==> config.mk <==
export PLATFORM = sky130hd
export DESIGN_NAME = regfile_add_ctrl_flat
export DESIGN_NICKNAME = d
export VERILOG_FILES = /design/src/rtl/regfile_ctrl_pkg.sv /design/src/rtl/regfile_add_ctrl_if.sv /design/src/rtl/regfile_wport_mux.sv /design/src/rtl/regfile_add_ctrl.sv /design/src/flat_wrapper.sv
export SDC_FILE = /design/constraint.sdc
export NUM_CORES = 1
export LEC_CHECK = 0
export ABC_AREA = 1
export CAP_MARGIN = 40
export CORE_AREA = 5 5 138 140
export CTS_CLUSTER_DIAMETER = 120
export DETAILED_ROUTE_END_ITERATION = 10
export DIE_AREA = 0 0 143 145
export PLACE_DENSITY = 0.75
export SYNTH_ARGS = -nofsm -noshare
export SYNTH_HDL_FRONTEND = slang
export SYNTH_HIERARCHICAL = 1
export SYNTH_SLANG_ARGS = --single-unit
==> constraint.sdc <==
create_clock -name clk -period 1.8 [get_ports clk]
set_input_delay 0.45 -clock clk [delete_from_list [all_inputs] [get_ports clk]]
set_output_delay 0.45 -clock clk [all_outputs]
set_load 0.1 [all_outputs]
==> src/rtl/regfile_ctrl_pkg.sv <==
// regfile_ctrl_pkg
// Shared definitions for the regfile add sequencer: FSM state encoding and
// default widths used by the interface and the modules.
// No ports (package).
package regfile_ctrl_pkg;

  localparam int ADDR_W_DEF = 5;
  localparam int DATA_W_DEF = 32;
  localparam int CNT_W_DEF  = 16;

  typedef enum logic [1:0] {
    ST_IDLE  = 2'd0,
    ST_READ  = 2'd1,
    ST_EXEC  = 2'd2,
    ST_WRITE = 2'd3
  } ctrl_state_t;

endpackage

==> src/rtl/regfile_add_ctrl_if.sv <==
// regfile_add_ctrl_if
// Bundles the command handshake, the external write request and the
// register-file ports seen by the add sequencer.
//   cmd_*    : command handshake (front panel -> controller)
//   ext_*    : external write request, wins the write port
//   rf_*     : register file read/write ports
// Modports: master = front panel / register file side, slave = controller.
interface regfile_add_ctrl_if
  import regfile_ctrl_pkg::*;
#(
  parameter int ADDR_W = ADDR_W_DEF,
  parameter int DATA_W = DATA_W_DEF
);

  logic              cmd_valid;
  logic              cmd_ready;
  logic [ADDR_W-1:0] cmd_src1;
  logic [ADDR_W-1:0] cmd_src2;
  logic [ADDR_W-1:0] cmd_dst;

  logic              ext_wen;
  logic [ADDR_W-1:0] ext_waddr;
  logic [DATA_W-1:0] ext_wdata;

  logic [ADDR_W-1:0] rf_raddr1;
  logic [ADDR_W-1:0] rf_raddr2;
  logic [DATA_W-1:0] rf_rdata1;
  logic [DATA_W-1:0] rf_rdata2;
  logic              rf_wen;
  logic [ADDR_W-1:0] rf_waddr;
  logic [DATA_W-1:0] rf_wdata;

  modport master (
    output cmd_valid, cmd_src1, cmd_src2, cmd_dst,
    output ext_wen, ext_waddr, ext_wdata,
    output rf_rdata1, rf_rdata2,
    input  cmd_ready,
    input  rf_raddr1, rf_raddr2, rf_wen, rf_waddr, rf_wdata
  );

  modport slave (
    input  cmd_valid, cmd_src1, cmd_src2, cmd_dst,
    input  ext_wen, ext_waddr, ext_wdata,
    input  rf_rdata1, rf_rdata2,
    output cmd_ready,
    output rf_raddr1, rf_raddr2, rf_wen, rf_waddr, rf_wdata
  );

endinterface

==> src/rtl/regfile_wport_mux.sv <==
// regfile_wport_mux
// Priority mux for the single register-file write port. The external writer
// always wins; the controller only gets the port when the external side is
// quiet.
// Ports:
//   ext_wen/ext_waddr/ext_wdata    : external write request (priority)
//   ctrl_wen/ctrl_waddr/ctrl_wdata : controller write request
//   rf_wen/rf_waddr/rf_wdata       : register file write port
module regfile_wport_mux
  import regfile_ctrl_pkg::*;
#(
  parameter int ADDR_W = ADDR_W_DEF,
  parameter int DATA_W = DATA_W_DEF
) (
  input  logic              ext_wen,
  input  logic [ADDR_W-1:0] ext_waddr,
  input  logic [DATA_W-1:0] ext_wdata,
  input  logic              ctrl_wen,
  input  logic [ADDR_W-1:0] ctrl_waddr,
  input  logic [DATA_W-1:0] ctrl_wdata,
  output logic              rf_wen,
  output logic [ADDR_W-1:0] rf_waddr,
  output logic [DATA_W-1:0] rf_wdata
);

  always_comb begin
    rf_wen   = 1'b0;
    rf_waddr = '0;
    rf_wdata = '0;
    if (ext_wen) begin
      rf_wen   = 1'b1;
      rf_waddr = ext_waddr;
      rf_wdata = ext_wdata;
    end else if (ctrl_wen) begin
      rf_wen   = 1'b1;
      rf_waddr = ctrl_waddr;
      rf_wdata = ctrl_wdata;
    end
  end

endmodule

==> src/rtl/regfile_add_ctrl.sv <==
// regfile_add_ctrl
// Sequencer running "rd <- rs1 + rs2" on a 2-read/1-write register file,
// sharing the write port with an external writer that always has priority.
// Sequence: IDLE -(accept)-> READ -> EXEC -> WRITE -> IDLE; the write and
// the done pulse land three cycles after the accepting edge.
// Ports:
//   clk, reset : clock, synchronous active-high reset
//   bus        : regfile_add_ctrl_if.slave (command, external write, regfile)
//   busy       : an operation is in flight
//   done       : high during the cycle the result is written
//   cout       : carry of the last completed add, held until the next done
//   op_count   : completed operations, wraps
// Build option: define REGFILE_CTRL_SAT_EN to write all-ones when the add
// carries out (unsigned saturation); otherwise the wrapped sum is written.
module regfile_add_ctrl
  import regfile_ctrl_pkg::*;
#(
  parameter int ADDR_W = ADDR_W_DEF,
  parameter int DATA_W = DATA_W_DEF,
  parameter int CNT_W  = CNT_W_DEF
) (
  input  logic              clk,
  input  logic              reset,
  regfile_add_ctrl_if.slave bus,
  output logic              busy,
  output logic              done,
  output logic              cout,
  output logic [CNT_W-1:0]  op_count
);

  ctrl_state_t       state;
  logic [ADDR_W-1:0] src1_q;
  logic [ADDR_W-1:0] src2_q;
  logic [ADDR_W-1:0] dst_q;
  logic [DATA_W-1:0] op1_q;
  logic [DATA_W-1:0] op2_q;
  logic [DATA_W-1:0] result_q;
  logic              carry_q;
  logic              cout_q;
  logic [CNT_W-1:0]  cnt_q;
  logic [DATA_W:0]   sum;
  logic              ctrl_wen;

  // Widened add so the carry comes out as the top bit.
  assign sum = {1'b0, op1_q} + {1'b0, op2_q};

  // The controller's write is held off whenever the external writer is active.
  assign ctrl_wen = (state == ST_WRITE) && !bus.ext_wen;

  always_ff @(posedge clk) begin
    if (reset) begin
      state    <= ST_IDLE;
      src1_q   <= '0;
      src2_q   <= '0;
      dst_q    <= '0;
      op1_q    <= '0;
      op2_q    <= '0;
      result_q <= '0;
      carry_q  <= 1'b0;
      cout_q   <= 1'b0;
      cnt_q    <= '0;
    end else begin
      case (state)
        ST_IDLE: begin
          if (bus.cmd_valid) begin
            src1_q <= bus.cmd_src1;
            src2_q <= bus.cmd_src2;
            dst_q  <= bus.cmd_dst;
            state  <= ST_READ;
          end
        end
        ST_READ: begin
          // Operands are captured here, so later writes to the sources
          // (including our own write to dst) cannot disturb this add.
          op1_q <= bus.rf_rdata1;
          op2_q <= bus.rf_rdata2;
          state <= ST_EXEC;
        end
        ST_EXEC: begin
          carry_q <= sum[DATA_W];
`ifdef REGFILE_CTRL_SAT_EN
          result_q <= sum[DATA_W] ? {DATA_W{1'b1}} : sum[DATA_W-1:0];
`else
          result_q <= sum[DATA_W-1:0];
`endif
          state <= ST_WRITE;
        end
        ST_WRITE: begin
          if (!bus.ext_wen) begin
            cout_q <= carry_q;
            cnt_q  <= cnt_q + CNT_W'(1);
            state  <= ST_IDLE;
          end
        end
        default: state <= ST_IDLE;
      endcase
    end
  end

  assign bus.cmd_ready = (state == ST_IDLE);
  assign bus.rf_raddr1 = src1_q;
  assign bus.rf_raddr2 = src2_q;
  assign busy          = (state != ST_IDLE);
  assign done          = ctrl_wen;
  assign cout          = cout_q;
  assign op_count      = cnt_q;

  regfile_wport_mux #(
    .ADDR_W(ADDR_W),
    .DATA_W(DATA_W)
  ) u_wport_mux (
    .ext_wen    (bus.ext_wen),
    .ext_waddr  (bus.ext_waddr),
    .ext_wdata  (bus.ext_wdata),
    .ctrl_wen   (ctrl_wen),
    .ctrl_waddr (dst_q),
    .ctrl_wdata (result_q),
    .rf_wen     (bus.rf_wen),
    .rf_waddr   (bus.rf_waddr),
    .rf_wdata   (bus.rf_wdata)
  );

endmodule

==> src/flat_wrapper.sv <==
// flat-port wrapper written by rule: the top's interface ports become plain ports
module regfile_add_ctrl_flat import regfile_ctrl_pkg::*;
#(
  parameter int ADDR_W = ADDR_W_DEF,
  parameter int DATA_W = DATA_W_DEF,
  parameter int CNT_W  = CNT_W_DEF
)
  (clk, reset, busy, done, cout, op_count, bus_cmd_valid, bus_cmd_src1, bus_cmd_src2, bus_cmd_dst, bus_ext_wen, bus_ext_waddr, bus_ext_wdata, bus_rf_rdata1, bus_rf_rdata2, bus_cmd_ready, bus_rf_raddr1, bus_rf_raddr2, bus_rf_wen, bus_rf_waddr, bus_rf_wdata);
  regfile_add_ctrl_if #(.ADDR_W(ADDR_W), .DATA_W(DATA_W)) bus_i ();
  input  logic clk;
  input  logic reset;
  output logic busy;
  output logic done;
  output logic cout;
  output logic [CNT_W-1:0] op_count;
  input wire logic [$bits(bus_i.cmd_valid)-1:0] bus_cmd_valid;
  input wire logic [$bits(bus_i.cmd_src1)-1:0] bus_cmd_src1;
  input wire logic [$bits(bus_i.cmd_src2)-1:0] bus_cmd_src2;
  input wire logic [$bits(bus_i.cmd_dst)-1:0] bus_cmd_dst;
  input wire logic [$bits(bus_i.ext_wen)-1:0] bus_ext_wen;
  input wire logic [$bits(bus_i.ext_waddr)-1:0] bus_ext_waddr;
  input wire logic [$bits(bus_i.ext_wdata)-1:0] bus_ext_wdata;
  input wire logic [$bits(bus_i.rf_rdata1)-1:0] bus_rf_rdata1;
  input wire logic [$bits(bus_i.rf_rdata2)-1:0] bus_rf_rdata2;
  output wire logic [$bits(bus_i.cmd_ready)-1:0] bus_cmd_ready;
  output wire logic [$bits(bus_i.rf_raddr1)-1:0] bus_rf_raddr1;
  output wire logic [$bits(bus_i.rf_raddr2)-1:0] bus_rf_raddr2;
  output wire logic [$bits(bus_i.rf_wen)-1:0] bus_rf_wen;
  output wire logic [$bits(bus_i.rf_waddr)-1:0] bus_rf_waddr;
  output wire logic [$bits(bus_i.rf_wdata)-1:0] bus_rf_wdata;
  assign bus_i.cmd_valid = bus_cmd_valid;
  assign bus_i.cmd_src1 = bus_cmd_src1;
  assign bus_i.cmd_src2 = bus_cmd_src2;
  assign bus_i.cmd_dst = bus_cmd_dst;
  assign bus_i.ext_wen = bus_ext_wen;
  assign bus_i.ext_waddr = bus_ext_waddr;
  assign bus_i.ext_wdata = bus_ext_wdata;
  assign bus_i.rf_rdata1 = bus_rf_rdata1;
  assign bus_i.rf_rdata2 = bus_rf_rdata2;
  assign bus_cmd_ready = bus_i.cmd_ready;
  assign bus_rf_raddr1 = bus_i.rf_raddr1;
  assign bus_rf_raddr2 = bus_i.rf_raddr2;
  assign bus_rf_wen = bus_i.rf_wen;
  assign bus_rf_waddr = bus_i.rf_waddr;
  assign bus_rf_wdata = bus_i.rf_wdata;
  regfile_add_ctrl #(.ADDR_W(ADDR_W), .DATA_W(DATA_W), .CNT_W(CNT_W)) u_core (.clk(clk), .reset(reset), .bus(bus_i), .busy(busy), .done(done), .cout(cout), .op_count(op_count));
endmodule
### Word-level counts from Yosys, hierarchy flattened

Index checks and enable logic that the tools add are counted.

| operators by class | value |
|---|---|
| add/sub/neg operators | 2 |
| eq/ne operators | 5 |
| muxes and demuxes | 9 |
| bitwise operators | 1 |
| reductions and logical operators | 7 |

Operators with widths:

| operator | count |
|---|---|
| $mux 32 | 2 |
| $add 32x32->33 | 1 |
| $add 16x1->16 const B | 1 |
| $mux 5 | 2 |
| $pmux 2 s4 | 1 |
| $reduce_and 2->1 | 3 |
| $eq 2x2->1 const B | 2 |
| $mux 2 | 2 |
| $ne 2x2->1 const B | 2 |
| $eq 2x1->1 const B | 1 |
| $logic_not 2->1 | 1 |
| $mux 1 | 2 |
| $reduce_bool 2->1 | 1 |
| $logic_and 1x1->1 | 1 |
| $logic_not 1->1 | 1 |
| $not 1->1 | 1 |

| word-level totals | value |
|---|---|
| register bits | 131 |
| bits of input ports | 120 |
| logic and storage cells | 34 |

### Longest topological paths before layout

Gate-level depths: netlist of the first run.

| depth | value |
|---|---|
| word-level depth | 4 |
| gate-level depth with buffers | 13 |
| depth with buffers taken out | 13 |

### Modules after synthesis

The synthesis of the first run kept the hierarchy.

By module, submodules not included:

| module | instances | cells each | area each (um^2) | seq. area each (um^2) |
|---|---|---|---|---|
| regfile_add_ctrl | 1 | 1147 | 7340.8 | 2622.5 |
| regfile_wport_mux | 1 | 124 | 573.0 | 0.0 |

### Least setup slack after synthesis of the first run

OpenSTA, ideal clock, no wires.

| path | value |
|---|---|
| path type | reg-to-output |
| start | reg u_core.state[0] |
| end | out bus_rf_waddr[0] |
| data arrival time | 2.593 ns |
| required time | 1.350 ns |
| setup slack | -1.243 ns |
| cell stages (with the launch flop) | 8 |
| path through | dfxtp_1 ha_1 nand2_2 clkinv_1 buf_4 buf_4 nand3_1 nand2_1 |

| on the way | value |
|---|---|
| longest elaborated chain between the ends | 4 |

RTL lines:

| what | RTL line | text |
|---|---|---|
| start: declaration | regfile_add_ctrl.sv:31 | `ctrl_state_t state;` |
| start signal: assignment | regfile_add_ctrl.sv:52 | `state <= ST_IDLE;` |
| start signal: assignment | regfile_add_ctrl.sv:69 | `state <= ST_READ;` |
| start signal: assignment | regfile_add_ctrl.sv:77 | `state <= ST_EXEC;` |
| $eq 2x2->1 | regfile_add_ctrl.sv:48 | `assign ctrl_wen = (state == ST_WRITE) && !bus.ext_wen;` |
| $logic_and 1x1->1 | regfile_add_ctrl.sv:48 |  |
| named net done | flat_wrapper.sv:13 | `output logic done;` |
| $mux 5 | regfile_wport_mux.sv:34 | `end else if (ctrl_wen) begin` |
| $mux 5 | regfile_wport_mux.sv:30 | `if (ext_wen) begin` |
| end: declaration | flat_wrapper.sv:29 | `output wire logic [$bits(bus_i.rf_waddr)-1:0] bus_rf_waddr;` |

The timed path passes the listed nets, and every way through them passes these cells.

### Worst setup path in the final report of the first run

| path | value |
|---|---|
| start | reg u_core.state[1] |
| end | out bus_rf_wen |

| on the way | value |
|---|---|
| longest elaborated chain between the ends | 4 |

RTL lines:

| what | RTL line | text |
|---|---|---|
| $eq 2x2->1 | regfile_add_ctrl.sv:48 |  |
| $logic_and 1x1->1 | regfile_add_ctrl.sv:48 |  |
| $mux 1 | regfile_wport_mux.sv:34 |  |
| $mux 1 | regfile_wport_mux.sv:30 |  |
| end: declaration | flat_wrapper.sv:28 | `output wire logic [$bits(bus_i.rf_wen)-1:0] bus_rf_wen;` |

No other way between the ends.

==> results of run 1 <==
==> power breakdown <==
part,total (W),switching (W),internal (W)
clock,0.00357,0.00130,0.00227
combinational,0.00971,0.00571,0.00400
sequential,0.00506,0.00106,0.00400
==> stage by stage <==
| step | std cells | setup TNS (ns) | setup WS (ns) | area [µm²] | util (%) |
|---|---|---|---|---|---|
| after floorplan | 1271 | -0.926 | -0.0651 | 8550 | - |
| after detailed placement | 1685 | -19.15 | -0.430 | 11600 | 65.4 |
| after global placement | 1685 | -17.46 | -0.391 | 11600 | 65.4 |
| after CTS | 1725 | -9.86 | -0.291 | 12600 | 71.4 |
| after global routing | 1735 | -12.66 | -0.348 | 13400 | 75.8 |
| final | 1735 | -10.45 | -0.306 | 13400 | 75.8 |
==> per-layer routing <==
layer | share of wire, % | vias to the layer above | track usage (%)
li1 | - | 4381 | -
met1 | 43 | 4041 | 29.5
met2 | 50 | 261 | 39.5
met3 | 5.1 | 42 | 3.88
met4 | 2.1 | 0 | 6.61
met5 | 0 | - | 0
==> cells in the mapped netlist, drive strengths merged (4+ instances only) <==
cell type	number	area share, %
nand2	328	16
nor2	286	14
inv	168	8.0
dfxtp	131	33
o21ai	109	6.9
nand3	88	6.0
ha	37	5.8
a21oi	36	2.3
clkbuf	28	1.3
buf	19	1.8
xor2	16	1.8
nor3	8	0.76
nand4	4	0.32
==> layout make-up <==
| class | count | area, µm² | area share (%) |
|---|---|---|---|
| clock buffer | 25 | 517 | 3.85 |
| sequential | 131 | 2680 | 20.0 |
| inverter | 169 | 662 | 4.93 |
| clock inverter | 7 | 93.8 | 0.699 |
| timing repair buffer | 250 | 3260 | 24.3 |
| multi-input combinational | 924 | 5930 | 44.2 |
| tap | 229 | 287 | 2.13 |
==> flip-flops by register name, summed over array words and instances, names as in the netlist, 2 cells and up <==
| signal | cells |
|---|---|
| u_core/op2_q | 32 |
| u_core/bus.rf_raddr1 | 5 |
| u_core/result_q | 32 |
| u_core/state | 2 |
| u_core/op1_q | 32 |
| u_core/op_count | 16 |
| u_core/dst_q | 5 |
| u_core/bus.rf_raddr2 | 5 |
==> worst max path at each step <==
| stage | end | slack [ns] | depth (start not counted) |
|---|---|---|---|
| final | bus_rf_wen | -0.31 | 6 |
| after global routing | bus_rf_wen | -0.35 | 6 |
| after CTS | bus_rf_wdata[16] | -0.29 | 7 |
| after detailed placement | bus_rf_wdata[31] | -0.43 | 8 |
| after global placement | bus_rf_waddr[3] | -0.39 | 8 |
| after floorplan | bus_rf_wdata[14] | -0.07 | 7 |
==> cell families (layout without fill, tap and decap cells) <==
group                    Yosys count  in the layout
AND/OR/NAND/NOR                  717            717
adder cells (fa/ha/maj)           38             38
flip-flops                       131            131
AO/OA/AOI/OAI                    152            152
buffers and inverters            216            451
XOR/XNOR                          17             17
==> worst reg2reg max path: stages (launching register included) <==
cell     delay (ns)
dfxtp_4        0.36
buf_4          0.11
buf_6          0.10
inv_4          0.04
ha_4           0.17
buf_4          0.14
nand2_1        0.20
inv_1          0.13
buf_4          0.17
nor2_1         0.14
nor2_1         0.07
==> timing repair <==
item / CTS / global route
cloned: 1 / 3
hold endpoints to repair: 0 / 0
gates resized for setup: 61 / 151
pin swaps: 17 / 50
endpoints found under the setup margin: 61 / 74
buffers inserted: 7 / 7
==> impl_metrics.yaml, run 1 <==
critical_path:
  r2r-end: "u_core/dst_q[4]$_SDFFE_PP0P_"
  cpPeakStageDelay_ns: 0.35
  reg2reg_slack_ns: 0.05
  crit_chain: "ha_4, nand2_4, clkinv_8, buf_6, or2_4, buf_12"
  r2r_start: "u_core/state[1]$_SDFFE_PP0P_"
  cpMaxStageDelayCell: "dfxtp_4"
  crit_family: "buffers and inverters"
  crit_fanout: 6
  critical_path.startpoint: "u_core/state[1]$_SDFFE_PP0P_"
  crit_required_ns: 1.35
  crit_type: "flip-flop to output pin"
  ff2ff_path_depth: 10
  cp-start-kind: "flip-flop"
  cp-end-kind: "output pin"
  cp.arrival_ns: 1.66
  worst-path-buf-inv: 3
clock_tree:
  clockBufferDepth: 2
  cts_max_level: 4
  cts_made_buffers: 17
  clk_pin_slew_worst_paths_ns: 0.06
  clock-sinks: 131
  cts_hold_buf: 0
  cts_tree: "built"
  clockRootBuffer: "clkbuf_16"
  insertion_delay_ns: 0.42
sta:
  rsz0062_at_grt: "yes"
  hold_viol_final: 0
  timing.final.crit_period_ns: 2.11
  setup_slack_ns: -0.306
  clock.fmax_ghz: 0.475
  skew_ns: 0.0135
  setup_viol_count_final: 41
  timing.final.crit_share_pct: 117
  tightest_slew_ns: 0.339
  drv_slew: 0
  maxSlewHeadroom_pct: 77.3
  hold-worst-slack_ns: 0.517
synth:
  synth_edf_count: 0
  synth_compound_area_share_pct: 9.93
  synth_xor_xnor_area_share_pct: 1.88
  synth_area_um2: 7910
  ys_seq_area_share_pct: 33.1
  yosys_register_bits: 131
  ys_dominant_reg_cell: "dfxtp_1"
  syn_avg_cell_area_um2: 6.23
  synth_top_family_by_area: "simple AND/OR/NAND/NOR gates"
  synthCells: 1271
  async_flop_share_pct: 0
  synthDistinctLibCells: 36
  synth_fa_ha_area_share_pct: 6.10
  synthMuxAreaShare_pct: 0
  yosys_warnings: 6
  synth-simple-area-share_pct: 37.8
  syn_nets: 1429
place:
  hpwl_um: 18300
  routabilityCongestion: 0.874
  portBuffers: 187
grt:
  antenna_found_initial: 0
  grt.overflow.total: 0
  track_usage_pct: 23.0
  grt_first_pass_wirelength_um: 39100
  grt_max_degree: 67
  grt_pass1_vias: 8103
floorplan:
  io_pins: 188
  die_height_um: 145
  rows: 49
  die_area_um2: 20700
  die_x_um: 143
  initial_core_util_pct: 44.7
  core_area_um2: 17700
hold_path:
  hp-class: "flip-flop to flip-flop"
  worstHoldEndpoint: "u_core/op1_q[28]$_SDFFE_PP0N_"
  hp-start: "u_core/op1_q[28]$_SDFFE_PP0N_"
  holdPathStages: 2
cells_and_area:
  antennaDiodeCount: 0
  drive_gt1_share_pct: 28.5
  final_common_cell: "nor2_1"
  final_net_count: 1651
  fillCellCount: 1308
  area_growth_pct: 69.7
  final_cell_mix: "nor2_1 (263), nand2_1 (243), inv_1 (156)"
outcome:
  violations: "setup timing"
  status: "finished, violations left"
pwr:
  leakage_nw: 6.05
  power_w: 0.0183
  power_per_cell_area_nw_per_um2: 1360
  ir_worst_vdd_uv: 956
drt:
  dr.pass1.iters: 7
  dr.first_iter.drc_count: 641
  wirelength_um: 26400
  avgRoutedWirePerCell_um: 15.2
  ant_nets: 0
  viasPerCell: 5.03
  dr_total_vias: 8725
  drc: 0
flow_run:
  maxCapViolCount: 0
Note: power is estimated with default switching activity, not from simulation.
==> run 2: changes to the inputs <==
--- a/config.mk
+++ b/config.mk
@@ -12,6 +12,7 @@
 export DETAILED_ROUTE_END_ITERATION = 10
 export DIE_AREA = 0 0 143 145
 export PLACE_DENSITY = 0.75
+export SKIP_CTS_REPAIR_TIMING = 1
 export SYNTH_ARGS = -nofsm -noshare
 export SYNTH_HDL_FRONTEND = slang
 export SYNTH_HIERARCHICAL = 1
==> impl_metrics.yaml, run 2 (synthesized netlist as in run 1, its figures left out) <==
sta:
  maxSlewHeadroom_pct: 79.0
  hold_viol_final: 0
  setup_slack_ns: -0.276
  hold-worst-slack_ns: 0.511
  tightest_slew_ns: 0.312
  clock.fmax_ghz: 0.482
  drv_slew: 0
  skew_ns: 0.0108
  setup_viol_count_final: 40
  rsz0062_at_grt: "yes"
  fin_setup_tns_ns: -9.68
  timing.final.crit_share_pct: 115
  timing.final.crit_period_ns: 2.08
cells_and_area:
  area_growth_pct: 67.7
  postLayoutCoreUtil_pct: 74.9
  antennaDiodeCount: 0
  final_net_count: 1645
  reg_top3: "u_core/op1_q x32, u_core/op2_q x32, u_core/result_q x32"
  final_common_cell: "nor2_1"
  drive_gt1_share_pct: 28.0
  final_cell_mix: "nor2_1 (263), nand2_1 (239), inv_1 (157)"
  finalInstanceArea_um2: 13300
floorplan:
  core_area_um2: 17700
  die_x_um: 143
  die_area_um2: 20700
  rows: 49
  io_pins: 188
  initial_core_util_pct: 44.7
  die_height_um: 145
grt:
  track_usage_pct: 22.1
  grt_max_degree: 67
  antenna_found_initial: 1
  grt_pass1_vias: 7845
  grt.overflow.total: 0
  grt_first_pass_wirelength_um: 37600
pwr:
  ir_worst_vdd_uv: 959
  power_w: 0.0182
  power_per_cell_area_nw_per_um2: 1370
  leakage_nw: 6.04
drt:
  dr.first_iter.drc_count: 484
  met3WireLength_um: 1280
  wirelength_um: 25600
  met1_length_um: 11200
  ant_nets: 0
  dr_total_vias: 8700
  viasPerCell: 5.03
  dr.pass1.iters: 5
  met2_length_um: 12600
  drc: 0
  top_layer: "met5"
  avgRoutedWirePerCell_um: 14.8
clock_tree:
  clk_pin_slew_worst_paths_ns: 0.06
  cts_made_buffers: 17
  insertion_delay_ns: 0.42
  cts_tree: "built"
  cts_max_level: 4
  clockRootBuffer: "clkbuf_16"
  clockBufferDepth: 2
  clock-sinks: 131
place:
  routabilityCongestion: 0.874
  hpwl_um: 18300
  place_area_um2: 11600
  portBuffers: 187
hold_path:
  hp-class: "flip-flop to flip-flop"
  hp-start: "u_core/op1_q[28]$_SDFFE_PP0N_"
outcome:
  status: "finished, violations left"
  violations: "setup timing"
critical_path:
  cp.arrival_ns: 1.63
  critical_path.startpoint: "u_core/state[1]$_SDFFE_PP0P_"
  crit_fanout: 14
  r2r_start: "u_core/op2_q[0]$_SDFFE_PP0N_"
  cp-end-kind: "output pin"
  crit_required_ns: 1.35
  crit_type: "flip-flop to output pin"
  cp-start-kind: "flip-flop"
flow_run:
  maxCapViolCount: 0
-- run 2: cell types whose count changed in the layout (fill, tap and decap cells not counted), moves of 4 or more --
cell     before  now
nand3_4      36   26
dfxtp_1      90   94
nand2_1     243  239
nand3_2      20   24
nand3_1      32   38
dfxtp_2      38   34
-- run 2: routing by layer --
metal  global-route usage, %  vias up
li1                        -     4374
met4                    6.23        2
met1                    28.9     4001
met2                    37.6      280
met3                    3.32       43
met5                       0        -
-- run 2: report_power, final --
group          leakage, nW  internal [W]  switching, W
logic                 4.65       0.00394       0.00570
clock network        0.295       0.00227       0.00128
registers             1.09       0.00399       0.00100
-- run 2: through the flow --
step	instances	setup WS, ns
floorplan	1271	-0.0651
global placement	1685	-0.391
detailed placement	1685	-0.430
CTS	1717	-0.442
global route	1729	-0.324
finish	1729	-0.276
-- run 2: cell type report --
| class | instances | area [µm²] |
|---|---|---|
| Multi-Input combinational cell | 924 | 5870 |
| Sequential cell | 131 | 2680 |
| Tap cell | 229 | 287 |
| Inverter | 169 | 659 |
| Clock buffer | 25 | 517 |
| Fill cell | 1315 | 4450 |
| Timing Repair Buffer | 244 | 3170 |
| Clock inverter | 7 | 93.8 |
-- run 2: path summary, 6_finish.rpt --
check	end	slack (ns)	cells past startpoint
setup reg to reg	u_core/result_q[12]$_SDFFE_PP0P_	0.02	9
setup / recovery	bus_rf_wdata[9]	-0.28	7
hold reg to reg	u_core/op1_q[28]$_SDFFE_PP0N_	0.51	2
hold / removal	u_core/op1_q[28]$_SDFFE_PP0N_	0.51	2
-- run 2: worst max-delay path, cell delays in order, from the launching register on --
cell and delay, ns:
dfxtp_4 0.35, ha_4 0.16, nand2_4 0.09, clkinv_8 0.09, buf_12 0.16, nand3_1 0.12, nand2_4 0.06, buf_12 0.16
